### src/rtl/m68k_bus_pkg.sv
// ============================================================================
// m68k_bus_pkg : shared types and helpers for the 68000 bus responder
// Rev 1.0
// ============================================================================
`default_nettype none

package m68k_bus_pkg;

  typedef enum logic [2:0] {
    ST_IDLE    = 3'd0,
    ST_DECODE  = 3'd1,
    ST_WAIT    = 3'd2,
    ST_ACK     = 3'd3,
    ST_RELEASE = 3'd4,
    ST_SKIP    = 3'd5
  } state_t;

  localparam logic [15:0] ID_VALUE_DEFAULT = 16'hB16A;

  // Lane vector bit positions: a set bit means that byte lane is strobed
  localparam int LANE_UPPER = 1;
  localparam int LANE_LOWER = 0;

  function automatic logic [15:0] merge_lanes(input logic [15:0] old_val,
                                               input logic [15:0] new_val,
                                               input logic [1:0]  lanes);
    logic [15:0] res;
    res = old_val;
    if (lanes[LANE_UPPER]) res[15:8] = new_val[15:8];
    if (lanes[LANE_LOWER]) res[7:0]  = new_val[7:0];
    return res;
  endfunction

endpackage

`default_nettype wire

### src/rtl/async_sync2.sv
// ============================================================================
// async_sync2 : two-flop synchronizer with a configurable reset value
// Rev 1.0
// ============================================================================
`default_nettype none

module async_sync2 #(
  parameter int               WIDTH     = 1,
  parameter logic [WIDTH-1:0] RESET_VAL = '0
) (
  input  logic             clk,
  input  logic             rst_n,
  input  logic [WIDTH-1:0] d,
  output logic [WIDTH-1:0] q
);

  logic [WIDTH-1:0] meta;

  always_ff @(posedge clk) begin
    if (!rst_n) begin
      meta <= RESET_VAL;
      q    <= RESET_VAL;
    end else begin
      meta <= d;
      q    <= meta;
    end
  end

endmodule

`default_nettype wire

### src/rtl/m68k_bus_responder.sv
// ============================================================================
// m68k_bus_responder : 68000 bus target with a small register file and
// programmable wait states. Define M68K_RESP_BERR_EN to answer illegal accesses with nBERR.
// Rev 1.0
// ============================================================================
`default_nettype none

module m68k_bus_responder
  import m68k_bus_pkg::*;
#(
  parameter logic [22:0] BASE_ADDR   = 23'h760000,
  parameter int          ADDR_BITS   = 4,
  parameter int          REG_COUNT   = 8,
  parameter int          WAIT_CYCLES = 2,
  parameter logic [15:0] ID_VALUE    = ID_VALUE_DEFAULT
) (
  input  logic                   SYS_CLK,
  input  logic                   nRESET,
  input  logic [22:0]            A_IN,
  input  logic [15:0]            D_IN,
  input  logic                   RnW_IN,
  input  logic                   nAS_IN,
  input  logic                   nUDS_IN,
  input  logic                   nLDS_IN,
  output logic [15:0]            D_OUT,
  output logic                   D_OE,
  output logic                   nDTACK_OUT,
  output logic                   nDTACK_OE,
  output logic                   nBERR_OUT,
  output logic                   nBERR_OE,
  output logic [16*REG_COUNT-1:0] REGS_Q,
  output logic                   WR_STB,
  output logic [ADDR_BITS-1:0]   WR_IDX
);

  logic as_s, uds_s, lds_s, rnw_s;

  async_sync2 #(
    .WIDTH     (4),
    .RESET_VAL (4'b1111)
  ) u_sync (
    .clk   (SYS_CLK),
    .rst_n (nRESET),
    .d     ({nAS_IN, nUDS_IN, nLDS_IN, RnW_IN}),
    .q     ({as_s, uds_s, lds_s, rnw_s})
  );

  state_t               state, state_nx;
  logic [3:0]           cnt_q, cnt_nx;
  logic [ADDR_BITS-1:0] idx_q;
  logic                 rnw_q;
  logic [1:0]           lanes_q;
  logic [15:0]          wdata_q;

  logic                 start, hit;
  logic [ADDR_BITS-1:0] cur_idx;
  logic                 cur_rnw;
  logic [1:0]           cur_lanes;
  logic [15:0]          cur_wdata;
  logic                 cur_err;
  logic                 berr_sel;
  logic                 in_ack_nx, enter_ack, commit;
  logic [15:0]          rd_data;

  logic                 dtack_low;
  logic                 d_oe_q;
  logic [15:0]          d_out_q;
  logic                 wr_stb_q;
  logic [ADDR_BITS-1:0] wr_idx_q;

  assign start = !as_s && (rnw_s || !uds_s || !lds_s);
  assign hit   = (A_IN[22:ADDR_BITS] == BASE_ADDR[22:ADDR_BITS]);

  // In DECODE the cycle attributes are taken live so a zero-wait ACK entry sees them
  always_comb begin
    cur_idx   = idx_q;
    cur_rnw   = rnw_q;
    cur_lanes = lanes_q;
    cur_wdata = wdata_q;
    if (state == ST_DECODE) begin
      cur_idx   = A_IN[ADDR_BITS-1:0];
      cur_rnw   = rnw_s;
      cur_lanes = {!uds_s, !lds_s};
      cur_wdata = D_IN;
    end
  end

  assign cur_err = (!cur_rnw && (cur_idx == '0)) || (int'(cur_idx) >= REG_COUNT);

  always_comb begin
    state_nx = state;
    cnt_nx   = cnt_q;
    case (state)
      ST_IDLE: begin
        if (start) state_nx = hit ? ST_DECODE : ST_SKIP;
      end
      ST_DECODE: begin
        cnt_nx   = '0;
        state_nx = (WAIT_CYCLES == 0) ? ST_ACK : ST_WAIT;
      end
      ST_WAIT: begin
        if (as_s)                                 state_nx = ST_IDLE;
        else if (cnt_q == 4'(WAIT_CYCLES - 1))    state_nx = ST_ACK;
        else                                      cnt_nx   = cnt_q + 4'd1;
      end
      ST_ACK: begin
        if (as_s) state_nx = ST_RELEASE;
      end
      ST_RELEASE: state_nx = ST_IDLE;
      ST_SKIP: begin
        if (as_s) state_nx = ST_IDLE;
      end
      default: state_nx = ST_IDLE;
    endcase
  end

  always_ff @(posedge SYS_CLK) begin
    if (!nRESET) begin
      state <= ST_IDLE;
      cnt_q <= '0;
    end else begin
      state <= state_nx;
      cnt_q <= cnt_nx;
    end
  end

  assign in_ack_nx = (state_nx == ST_ACK);
  assign enter_ack = in_ack_nx && (state != ST_ACK);
  assign commit    = enter_ack && !cur_rnw && !cur_err && !berr_sel;

  always_comb begin
    rd_data = 16'h0000;
    for (int i = 0; i < REG_COUNT; i++) begin
      if (cur_idx == ADDR_BITS'(i)) rd_data = REGS_Q[16*i +: 16];
    end
  end

  always_ff @(posedge SYS_CLK) begin
    if (!nRESET) begin
      idx_q     <= '0;
      rnw_q     <= 1'b1;
      lanes_q   <= '0;
      wdata_q   <= '0;
      dtack_low <= 1'b0;
      d_oe_q    <= 1'b0;
      d_out_q   <= '0;
      wr_stb_q  <= 1'b0;
      wr_idx_q  <= '0;
    end else begin
      if (state == ST_DECODE) begin
        idx_q   <= cur_idx;
        rnw_q   <= cur_rnw;
        lanes_q <= cur_lanes;
        wdata_q <= cur_wdata;
      end
      dtack_low <= in_ack_nx && !berr_sel;
      d_oe_q    <= in_ack_nx && cur_rnw && !berr_sel;
      d_out_q   <= (in_ack_nx && cur_rnw && !berr_sel) ? rd_data : 16'h0000;
      wr_stb_q  <= commit;
      if (commit) wr_idx_q <= cur_idx;
    end
  end

  // Register 0 is the read-only ID; writable registers start at 1
  assign REGS_Q[15:0] = ID_VALUE;

  for (genvar i = 1; i < REG_COUNT; i++) begin : g_reg
    logic [15:0] val;
    always_ff @(posedge SYS_CLK) begin
      if (!nRESET) begin
        val <= '0;
      end else if (commit && (cur_idx == ADDR_BITS'(i))) begin
        val <= merge_lanes(val, cur_wdata, cur_lanes);
      end
    end
    assign REGS_Q[16*i +: 16] = val;
  end

`ifdef M68K_RESP_BERR_EN
  logic berr_low;

  assign berr_sel = cur_err;

  always_ff @(posedge SYS_CLK) begin
    if (!nRESET) berr_low <= 1'b0;
    else         berr_low <= in_ack_nx && berr_sel;
  end

  assign nBERR_OE  = berr_low;
  assign nBERR_OUT = !berr_low;
`else
  assign berr_sel  = 1'b0;
  assign nBERR_OE  = 1'b0;
  assign nBERR_OUT = 1'b1;
`endif

  assign D_OUT      = d_out_q;
  assign D_OE       = d_oe_q;
  assign nDTACK_OE  = dtack_low;
  assign nDTACK_OUT = !dtack_low;
  assign WR_STB     = wr_stb_q;
  assign WR_IDX     = wr_idx_q;

endmodule

`default_nettype wire

### config.mk
export PLATFORM = sky130hd
export DESIGN_NAME = m68k_bus_responder
export DESIGN_NICKNAME = d
export VERILOG_FILES = /design/src/rtl/m68k_bus_pkg.sv /design/src/rtl/async_sync2.sv /design/src/rtl/m68k_bus_responder.sv
export SDC_FILE = /design/constraint.sdc
export NUM_CORES = 1
export LEC_CHECK = 0
export CAP_MARGIN = 10
export CORE_AREA = 4 4 137 139
export CTS_CLUSTER_DIAMETER = 50
export DETAILED_ROUTE_END_ITERATION = 10
export DIE_AREA = 0 0 141 143
export PLACE_DENSITY = 0.8
export SYNTH_ARGS = -nofsm -noshare
export SYNTH_HDL_FRONTEND = slang
export SYNTH_SLANG_ARGS = --single-unit
### constraint.sdc
create_clock -name SYS_CLK -period 2.26 [get_ports SYS_CLK]
set_input_delay 0.452 -clock SYS_CLK [delete_from_list [all_inputs] [get_ports SYS_CLK]]
set_output_delay 0.452 -clock SYS_CLK [all_outputs]
set_load 0.02 [all_outputs]
# --- Word level (Yosys, flattened, before mapping) ---
# Index checks and enable logic that the tools add are counted.
totals:
  reg_bits: 173
  out_inout_bits: 154
  latch_bits: 0
  n_memories: 0
  ram_bits: 0
  romBits: 0
classes:
  n_reduce_logical: 41
  n_lt_le_gt_ge: 1
  div_mod_pow: 0
  n_shift: 0
  bitwise: 0
  n_mul: 0
  eq_ne: 17
  mux: 22
  addsub: 1
ops:
  columns: ["operator", "count"]
  rows:
  - ["2-to-1 mux 16 bit", 9]
  - ["AND reduction 2 bit", 15]
  - ["== test 19 bit (second input constant)", 1]
  - ["2-to-1 mux 3 bit", 6]
  - ["== test 4 x 3 -> 1 bit (second input constant)", 4]
  - ["one-hot mux 3 bit (5 select lines)", 1]
  - ["logical AND 1 bit", 13]
  - ["2-to-1 mux 4 bit", 3]
  - ["== test 3 x 2 -> 1 bit (second input constant)", 3]
  - ["== test 4 x 1 -> 1 bit (second input constant)", 2]
  - ["== test 4 x 2 -> 1 bit (second input constant)", 2]
  - ["one-hot mux 4 bit (2 select lines)", 1]
  - ["logical NOT 1 bit", 6]
  - ["adder 4 x 1 -> 4 bit (second input constant)", 1]
  - [">= comparator 4 bit (second input constant)", 1]
  - ["logical NOT 4 bit", 1]
  - ["!= test 2 bit (second input constant)", 2]
  - ["== test 3 x 1 -> 1 bit (second input constant)", 1]
  - ["== test 3 bit (second input constant)", 1]
  - ["logical NOT 3 bit", 1]
  - ["logical OR 1 bit", 3]
  - ["!= test 3 x 2 -> 1 bit (second input constant)", 1]
  - ["AND reduction 3 bit", 1]
  - ["2-to-1 mux 2 bit", 1]
  - ["other kinds (2)", 2]

# --- Depth between registers and ports, before layout ---
logic_depth:
  depth_word: 12
  ltp_mapped: 10
  depth_no_buf: 7

# --- By module ---
# Synthesis repeated with hierarchy kept, for this count alone.
unflattened:
  cells_unflattened: 880
  hier_area_um2: 7948.9
modules_own_cells:
  columns: ["module", "area_per_inst_um2", "cells_per_inst", "n_inst"]
  rows:
  - ["m68k_bus_responder", 7738.7, 864, 1]
  - ["async_sync2", 210.2, 16, 1]

# --- Worst setup path after synthesis ---
# Ideal clock, no wire load.
synth_path:
  path_kind: "flip-flop to flip-flop"
  from: "reg state[2]"
  to: "reg d_out_q[12] (netlist: D_OUT[12])"
  synth_period_minus_slack_ns: 2.112
  setup_ns: 0.126
  path_slack_ns: 0.148
  arrival_time_ns: 1.986
  n_path_buf: 4
  stages_incl_launch_ff: 10
  path_cell_list: "dfxtp_1 buf_6 or3b_1 buf_6 buf_6 mux2_4 buf_6 a221oi_2 o31a_1 nor4_2"
synth_via:
  elab_chain_len: 11
  word_cells_on_any_way: 32
  cone_classes: "12 x eq/ne; 16 x mux; 4 x reduce/logical"
synth_lines:
  columns: ["element", "line_no", "text"]
  rows:
  - ["start: declaration", "m68k_bus_responder.sv:48", "state_t state, state_nx;"]
  - ["start signal: assignment", "m68k_bus_responder.sv:122", "state <= state_nx;"]
  - ["== test 3 x 1 -> 1 bit", "m68k_bus_responder.sv:80, m68k_bus_responder.sv:93", null]
  - ["2-to-1 mux 4 bit", "m68k_bus_responder.sv:80", "if (state == ST_DECODE) begin"]
  - ["logical NOT 4 bit", "m68k_bus_responder.sv:134", "if (cur_idx == ADDR_BITS'(i)) rd_data = REGS_Q[16*i +: 16];"]
  - ["2-to-1 mux 16 bit (8 in a row)", "m68k_bus_responder.sv:134", null]
  - ["end signal: assignment", "m68k_bus_responder.sv:158", "d_out_q <= (in_ack_nx && cur_rnw && !berr_sel) ? rd_data : 16'h0000;"]
  - ["end: declaration", "m68k_bus_responder.sv:67", "logic [15:0] d_out_q;"]
# Several ways; a longest one is shown, not always the timed one.
# A chain may end at the register's enable or synchronous reset.

# --- Final worst setup path ---
layout_path:
  from: "reg state[0]"
  to: "reg d_out_q[0] (netlist: D_OUT[0])"
layout_via:
  elab_chain_len: 10
  word_cells_on_any_way: 30
  cone_classes: "12 x eq/ne; 15 x mux; 3 x reduce/logical"
layout_lines:
  columns: ["element", "line_no"]
  rows:
  - ["== test 3 x 1 -> 1 bit", "m68k_bus_responder.sv:80, m68k_bus_responder.sv:93"]
  - ["2-to-1 mux 4 bit", "m68k_bus_responder.sv:80"]
  - ["== test 4 x 1 -> 1 bit", "m68k_bus_responder.sv:134"]
  - ["2-to-1 mux 16 bit (7 in a row)", "m68k_bus_responder.sv:134"]
# Several ways; a longest one is shown, not always the timed one.

==> flow_summary.json <==
{
  "drive_gt1_share_pct": 15.87,
  "regArea_um2": 3463,
  "area_growth_pct": 42.48,
  "synth_warnings": 0,
  "worst_clock_skew_ns": 0.007029,
  "grt_usage_pct": 23.12,
  "cts.htree.levels": 4,
  "multi_input_area_um2": 3805,
  "die_area_um2": 20160,
  "reg2reg_depth": 7,
  "power_density_nw_per_um2": 591.6,
  "path_class": "reg -> reg",
  "max_freq_ghz": 0.4560,
  "yosys.area.top_type": "dfxtp_1",
  "die_y_um": 143,
  "start_util_pct": 43.02,
  "reg2reg_slack_ns": 0.07,
  "synth_top_area_share_pct": 45.59,
  "final_util_pct": 61.30,
  "crit_fanout": 13,
  "min_period_ns": 2.193,
  "tightestPinTransition_ns": 0.6392,
  "min_period_over_period_pct": 97.03,
  "synthCells": 801,
  "final_common_cell": "nand2_1",
  "fin_ws_ns": 0.06716,
  "fin_cells": 1275,
  "layout_common_cells": "189 x nand2_1, 179 x clkdlybuf4s50_1, 173 x dfxtp_1, 120 x mux2i_1, 68 x buf_4",
  "drc": 0,
  "setup_viol": 0,
  "syn_area_um2": 7596,
  "synth_top_flop_cell": "dfxtp_1",
  "timing.rr.start": "state[0]",
  "clk_pin_slew_ns": 0.07,
  "final_nets": 1081,
  "p_leak_nw": 4.975,
  "dp_hpwl_mm": 16.95,
  "top_level_ports": 199,
  "ys_ff_latch": 173,
  "n_antenna_cell": 0,
  "wl_per_cell_um": 18.66,
  "place_ws_ns": -0.3636,
  "async_flop_share_pct": 0,
  "numCtsBuffers": 17,
  "grt_pass1_vias": 6770,
  "hold_ws_ns": 0.3133,
  "cts_tree": "done",
  "total_power_mw": 6.403,
  "hold_path_class": "in -> reg",
  "startpoint": "state[0]",
  "setup_tns_ns": 0,
  "postRouteAntennaNets": 0,
  "place_area_um2": 10120,
  "crit_path_end": "D_OUT[0]",
  "grt_pass1_wl_mm": 36.51,
  "required_ns": 2.59,
  "rsz0062_at_grt": "yes",
  "viasPerCell": 5.371,
  "design.core.area_um2": 17660,
  "insertion_delay_ns": 0.44,
  "synth_cell_types": 52,
  "crit-reg2reg-capture": "D_OUT[0]",
  "firstDrtPassIters": 4,
  "synth_edf_count": 0,
  "fill_cells": 1460,
  "drt_wl_total_mm": 23.79,
  "fp.dieW_um": 141,
  "synth_seq_area_share_pct": 45.59,
  "root_buffer": "clkbuf_16",
  "dp.cells": 1239,
  "gp_congestion": 0.8781,
  "yosys-top-cells-area": "dfxtp_1 46%, mux2i_1 16%, nand2_1 9.3%",
  "cts_buffer_depth": 2,
  "num_vias": 6848,
  "numClockSinks": 173,
  "grt_max_degree": 80,
  "cp.arrival_ns": 2.52,
  "max_cap_viol_count": 0,
  "slew_violations": 0,
  "hold_viol_final": 0,
  "avgSynthCellArea_um2": 9.483,
  "crit_path_end_kind": "register",
  "final_cell_area_um2": 10820,
  "rows": 49,
  "port_buffers": 180,
  "gr-total-overflow": 0,
  "ir_drop_v": 0.0005786,
  "antenna_found_initial": 0,
  "status": "finished clean",
  "drtIter0Drc": 457,
  "slew_headroom_pct": 57.29,
  "crit_path_start_kind": "register"
}
==> area by class of cell <==
class | count | area share, %
clock buffer | 19 | 4.000
clock inverter | 12 | 1.399
inverter | 24 | 0.8324
multi-input combinational | 556 | 35.16
sequential | 173 | 32.00
tap | 229 | 2.647
timing repair buffer | 262 | 23.97
==> Yosys cell counts, types with 2 or more instances <==
cell type and count:
a21boi_0 2, buf_4 20, buf_1 3, buf_2 15, buf_6 5, dfxtp_1 173
inv_1 24, nand3_1 2, conb_1 2, o21ai_0 3, and2_1 4, mux2_2 4
nor4_4 3, nand2_2 10, nor3b_1 4, o22ai_1 29, nor4_1 7, nor4_2 10
o211ai_1 2, a21oi_1 12, nor4b_1 4, or3_1 5, mux2i_1 120, clkbuf_1 22
o31a_1 13, a221oi_2 8, o221ai_1 3, nor2_1 36, nor4bb_1 4, nand3b_1 2
nor3_1 4, mux2i_4 5, ha_1 2, nor2b_1 11, a221oi_1 11, nand2_1 189
nand2b_1 13
==> power breakdown <==
group          internal, mW  switching (mW)  leakage, nW
Sequential             3.06         0.00583         1.40
Combinational         0.161           0.200         3.30
Clock                  1.66            1.32        0.283
Total                  4.88            1.52         4.98
==> worst max-delay path: stages (launching register included) <==
cell and delay, ns:
dfxtp_1 0.33, or3b_4 0.42, buf_6 0.19, mux2_2 0.34, buf_12 0.15, a221oi_1 0.35, o31a_1 0.23, nor4_2 0.06
==> what timing repair did <==
action / in CTS / in global routing
setup endpoints to repair: 72 / 18
resized for setup: 6 / 7
hold buffers: 0 / 0
pin swaps: 1 / 0
buffers inserted: 4 / 0
gates cloned: 1 / 0
==> worst min path at each step <==
stage,endpoint,start,cells past startpoint
6_report,u_sync.meta[3],nRESET,2
5_1_grt,u_sync.meta[3],nRESET,2
4_1_cts,u_sync.meta[3],nRESET,2
3_5_place_dp,u_sync.q[3],u_sync.meta[3],1
3_3_place_gp,u_sync.q[3],u_sync.meta[3],1
2_1_floorplan,u_sync.q[0],u_sync.meta[0],1
==> kinds of logic (layout without fill, tap and decap cells) <==
kind of cell	after synthesis	after routing	share of synthesized area [%]
other	2	18	0.09887
xor gates and xnor gates	1	1	0.1153
adders and majority gates	2	2	0.3294
and+or+nand+nor	312	312	20.24
buffers and inverters	89	317	6.127
AOI/OAI and AO/OA	92	92	9.405
muxes	130	131	18.09
DFF	173	173	45.59
==> layer usage <==
metal	track usage [%]	vias to the layer above	routed length, um	part of all wire (%)
met2	37.90	310	11500	48
li1	-	3215	-	-
met3	4.856	70	1687	7.1
met1	28.97	3253	9650	41
met4	11.63	0	956	4.0
met5	0	-	0	0
==> sequential cells by signal, indices dropped and copies added, names as in the netlist, 2 cells and up <==
name and count:
g.val 112, u_sync.meta 4, WR_IDX 4, state 3, lanes_q 2, D_OUT 16, u_sync.q 4, cnt_q 4
wdata_q 16, idx_q 4
(Power assumes the default switching activity.)
==> variant (same settings) <==
Re-encode `state_t` (6 states) as Gray code, 3 bits wide.
--- a/src/rtl/m68k_bus_pkg.sv
+++ b/src/rtl/m68k_bus_pkg.sv
@@ -8,10 +8,10 @@
 
   typedef enum logic [2:0] {
-    ST_IDLE    = 3'd0,
-    ST_DECODE  = 3'd1,
-    ST_WAIT    = 3'd2,
-    ST_ACK     = 3'd3,
-    ST_RELEASE = 3'd4,
-    ST_SKIP    = 3'd5
+    ST_IDLE    = 3'b000,
+    ST_DECODE  = 3'b001,
+    ST_WAIT    = 3'b011,
+    ST_ACK     = 3'b010,
+    ST_RELEASE = 3'b110,
+    ST_SKIP    = 3'b111
   } state_t;
 
Check against the original RTL: no difference found for any inputs over 10 cycles, from zero or initial values and one cycle with nRESET low; not proved beyond that.
==> variant against the unedited design <==
The flow now finishes with violations (setup timing); sequential cell count unchanged; worst setup slack worse by 0.14 ns; power grew 5.5%; final area is 4.7% higher; area after synthesis up 1.8%; first-iteration DRC count rose by 43%; combinational power increased by 85%; routed wire length is 7.7% higher; critical endpoint is now g_reg[3].val[8]; largest cell class unchanged; largest power group unchanged.
==> variant: results (changes against the unedited design) <==
| Metric | Value |
|---|---|
| Initial antenna violation count | 0 (unchanged) |
| Ranking of synthesized cells by area | dfxtp_1, mux2i_1, nand2_1, o21ai_0, mux2_2 (was dfxtp_1, mux2i_1, nand2_1, o22ai_1, buf_4) |
| Top reg by flops | g.val (unchanged) |
| RR Startpoint | cnt_q[1] (was state[0]) |
| Sequential area share after synthesis | 44.8% (was 45.6%) |
| DR vias/cell | 5.53 (was 5.37) |
| Critical Path Start Type | register (unchanged) |
| Tightest Pin Transition | 0.741 ns (was 0.639 ns) |
| Leakage power | 4.68 nW (was 4.98 nW) |
| Worst Setup EP | g_reg[3].val[8] (was D_OUT[0]) |
| Synth warn | 0 (unchanged) |
| Cells on worst reg2reg path | 10 (was 7) |
| CP max FO | 8 (was 13) |
| Worst path top cell family by delay | simple AND/OR/NAND/NOR gates (was compound AO/OA/AOI/OAI gates) |
| Worst min path class | register to register (was input pin to register) |
| Max stage delay cell, worst path | or3b_4 (unchanged) |
| Post-synth cell types | 58 (was 52) |
| Share of cells above drive strength 1 | 17.6% (was 15.9%) |
| Initial DRT Pass Iterations | 5 (was 4) |
| Placer Congestion | 0.919 (was 0.878) |
| First-pass GRT wire length | 38.1 mm (was 36.5 mm) |
| Clock-pin slew on the worst setup and hold paths | 0.07 ns (about the same) |
| GR Overflow Total | 0 (unchanged) |
| DR iter-0 viols | 653 (was 457) |
| WHS Path Cells | 1 (was 2) |
| Largest net degree at the start of global routing | 154 (was 80) |
| Gr usage total | 23.8% (was 23.1%) |
| Commonest cells post-synth | nand2_1, dfxtp_1, mux2i_1 (unchanged) |
| Clk_skew | 0.0111 ns (was 0.00703 ns) |
| Net Sw Frac | 25.3% (was 23.8%) |
| Nets@finish | 1139 (was 1081) |
| Violated checks | setup timing |
| Critical path's largest stage delay | 0.39 ns (was 0.42 ns) |
| IO Port Bufs | 180 (unchanged) |
| Placement Setup Slack | -0.435 ns (was -0.364 ns) |
| Synth async-reset ratio | 0% (unchanged) |
| Setup TNS | -0.780 ns (was 0 ns) |
| Hold endpoint | u_sync.q[2] (was u_sync.meta[3]) |
| Setup violators final | 30 (was 0) |
| Worst setup margin | -0.0681 ns (was 0.0672 ns) |
| WL final | 25.6 mm (was 23.8 mm) |
| Worst vdd ir | 570 uV (was 579 uV) |
| Status | complete, but fails checks (was complete, no violations) |
| Antenna diodes | 0 (unchanged) |
| Clock buffer count from CTS | 17 (unchanged) |
| Crit path DAT | 2.67 ns (was 2.52 ns) |
| Min-delay src | u_sync.meta[2] (was nRESET) |
| HPWL Detailed | 17.5 mm (was 17.0 mm) |
| Worst skew pair latency | 0.43 ns |
| Number of global-route vias before repair | 7142 (was 6770) |
| Buffer levels on the longest clock path | 2 (unchanged) |
[variant: logic make-up after synthesis]
kind of cell | count (synthesis) | synth area share [%]
DFF | 173 | 44.8
buffers and inverters | 92 | 5.82
muxes | 140 | 18.4
AOI/OAI and AO/OA | 129 | 10.9
and+or+nand+nor | 305 | 19.4
other | 2 | 0.0971
xor gates and xnor gates | 2 | 0.226
adders and majority gates | 2 | 0.323
[variant: power by group through the flow]
stage	registers (mW)	clock network [mW]	logic, mW
3_5_place_dp	3.16	0	0.599
5_1_grt	3.09	3.15	0.713
4_1_cts	3.09	3.01	0.619
6_report	3.09	3.00	0.667
2_1_floorplan	3.15	0	0.370
3_3_place_gp	3.16	0	0.588
[variant: layer usage]
layer | up-vias | GRT usage, % | part of all wire (%)
met2 | 388 | 38.8 | 48
li1 | 3393 | - | -
met4 | 0 | 10.5 | 3.2
met5 | - | 0 | 0
met3 | 75 | 5.96 | 8.4
met1 | 3527 | 30.0 | 40
[variant: area by class of cell]
| cell class | count | area [sq um] |
|---|---|---|
| fill | 1335 | 6330 |
| timing repair buffer | 285 | 2830 |
| inverter | 18 | 67.6 |
| clock buffer | 17 | 425 |
| sequential | 173 | 3470 |
| tap | 229 | 287 |
| multi-input combinational | 597 | 4080 |
| clock inverter | 15 | 175 |
[variant: metrics by stage]
step	instance area, sq um	utilization [%]	hold WS (ns)	cells	power, mW
final	11300	64.2	0.407	1334	6.75
after global routing	11300	64.2	0.429	1334	6.95
after CTS	11100	62.8	0.410	1327	6.72
after detailed placement	10300	58.5	0.396	1286	3.76
after global placement	10300	58.5	0.395	1286	3.74
after floorplan	7810	-	0.386	861	3.52
[variant: repair_timing]
item / in CTS / in global routing
buffers inserted: 9 / 5
pin swaps: 10 / 4
resized for setup: 14 / 34
setup endpoints to repair: 89 / 94
cloned: 0 / 2
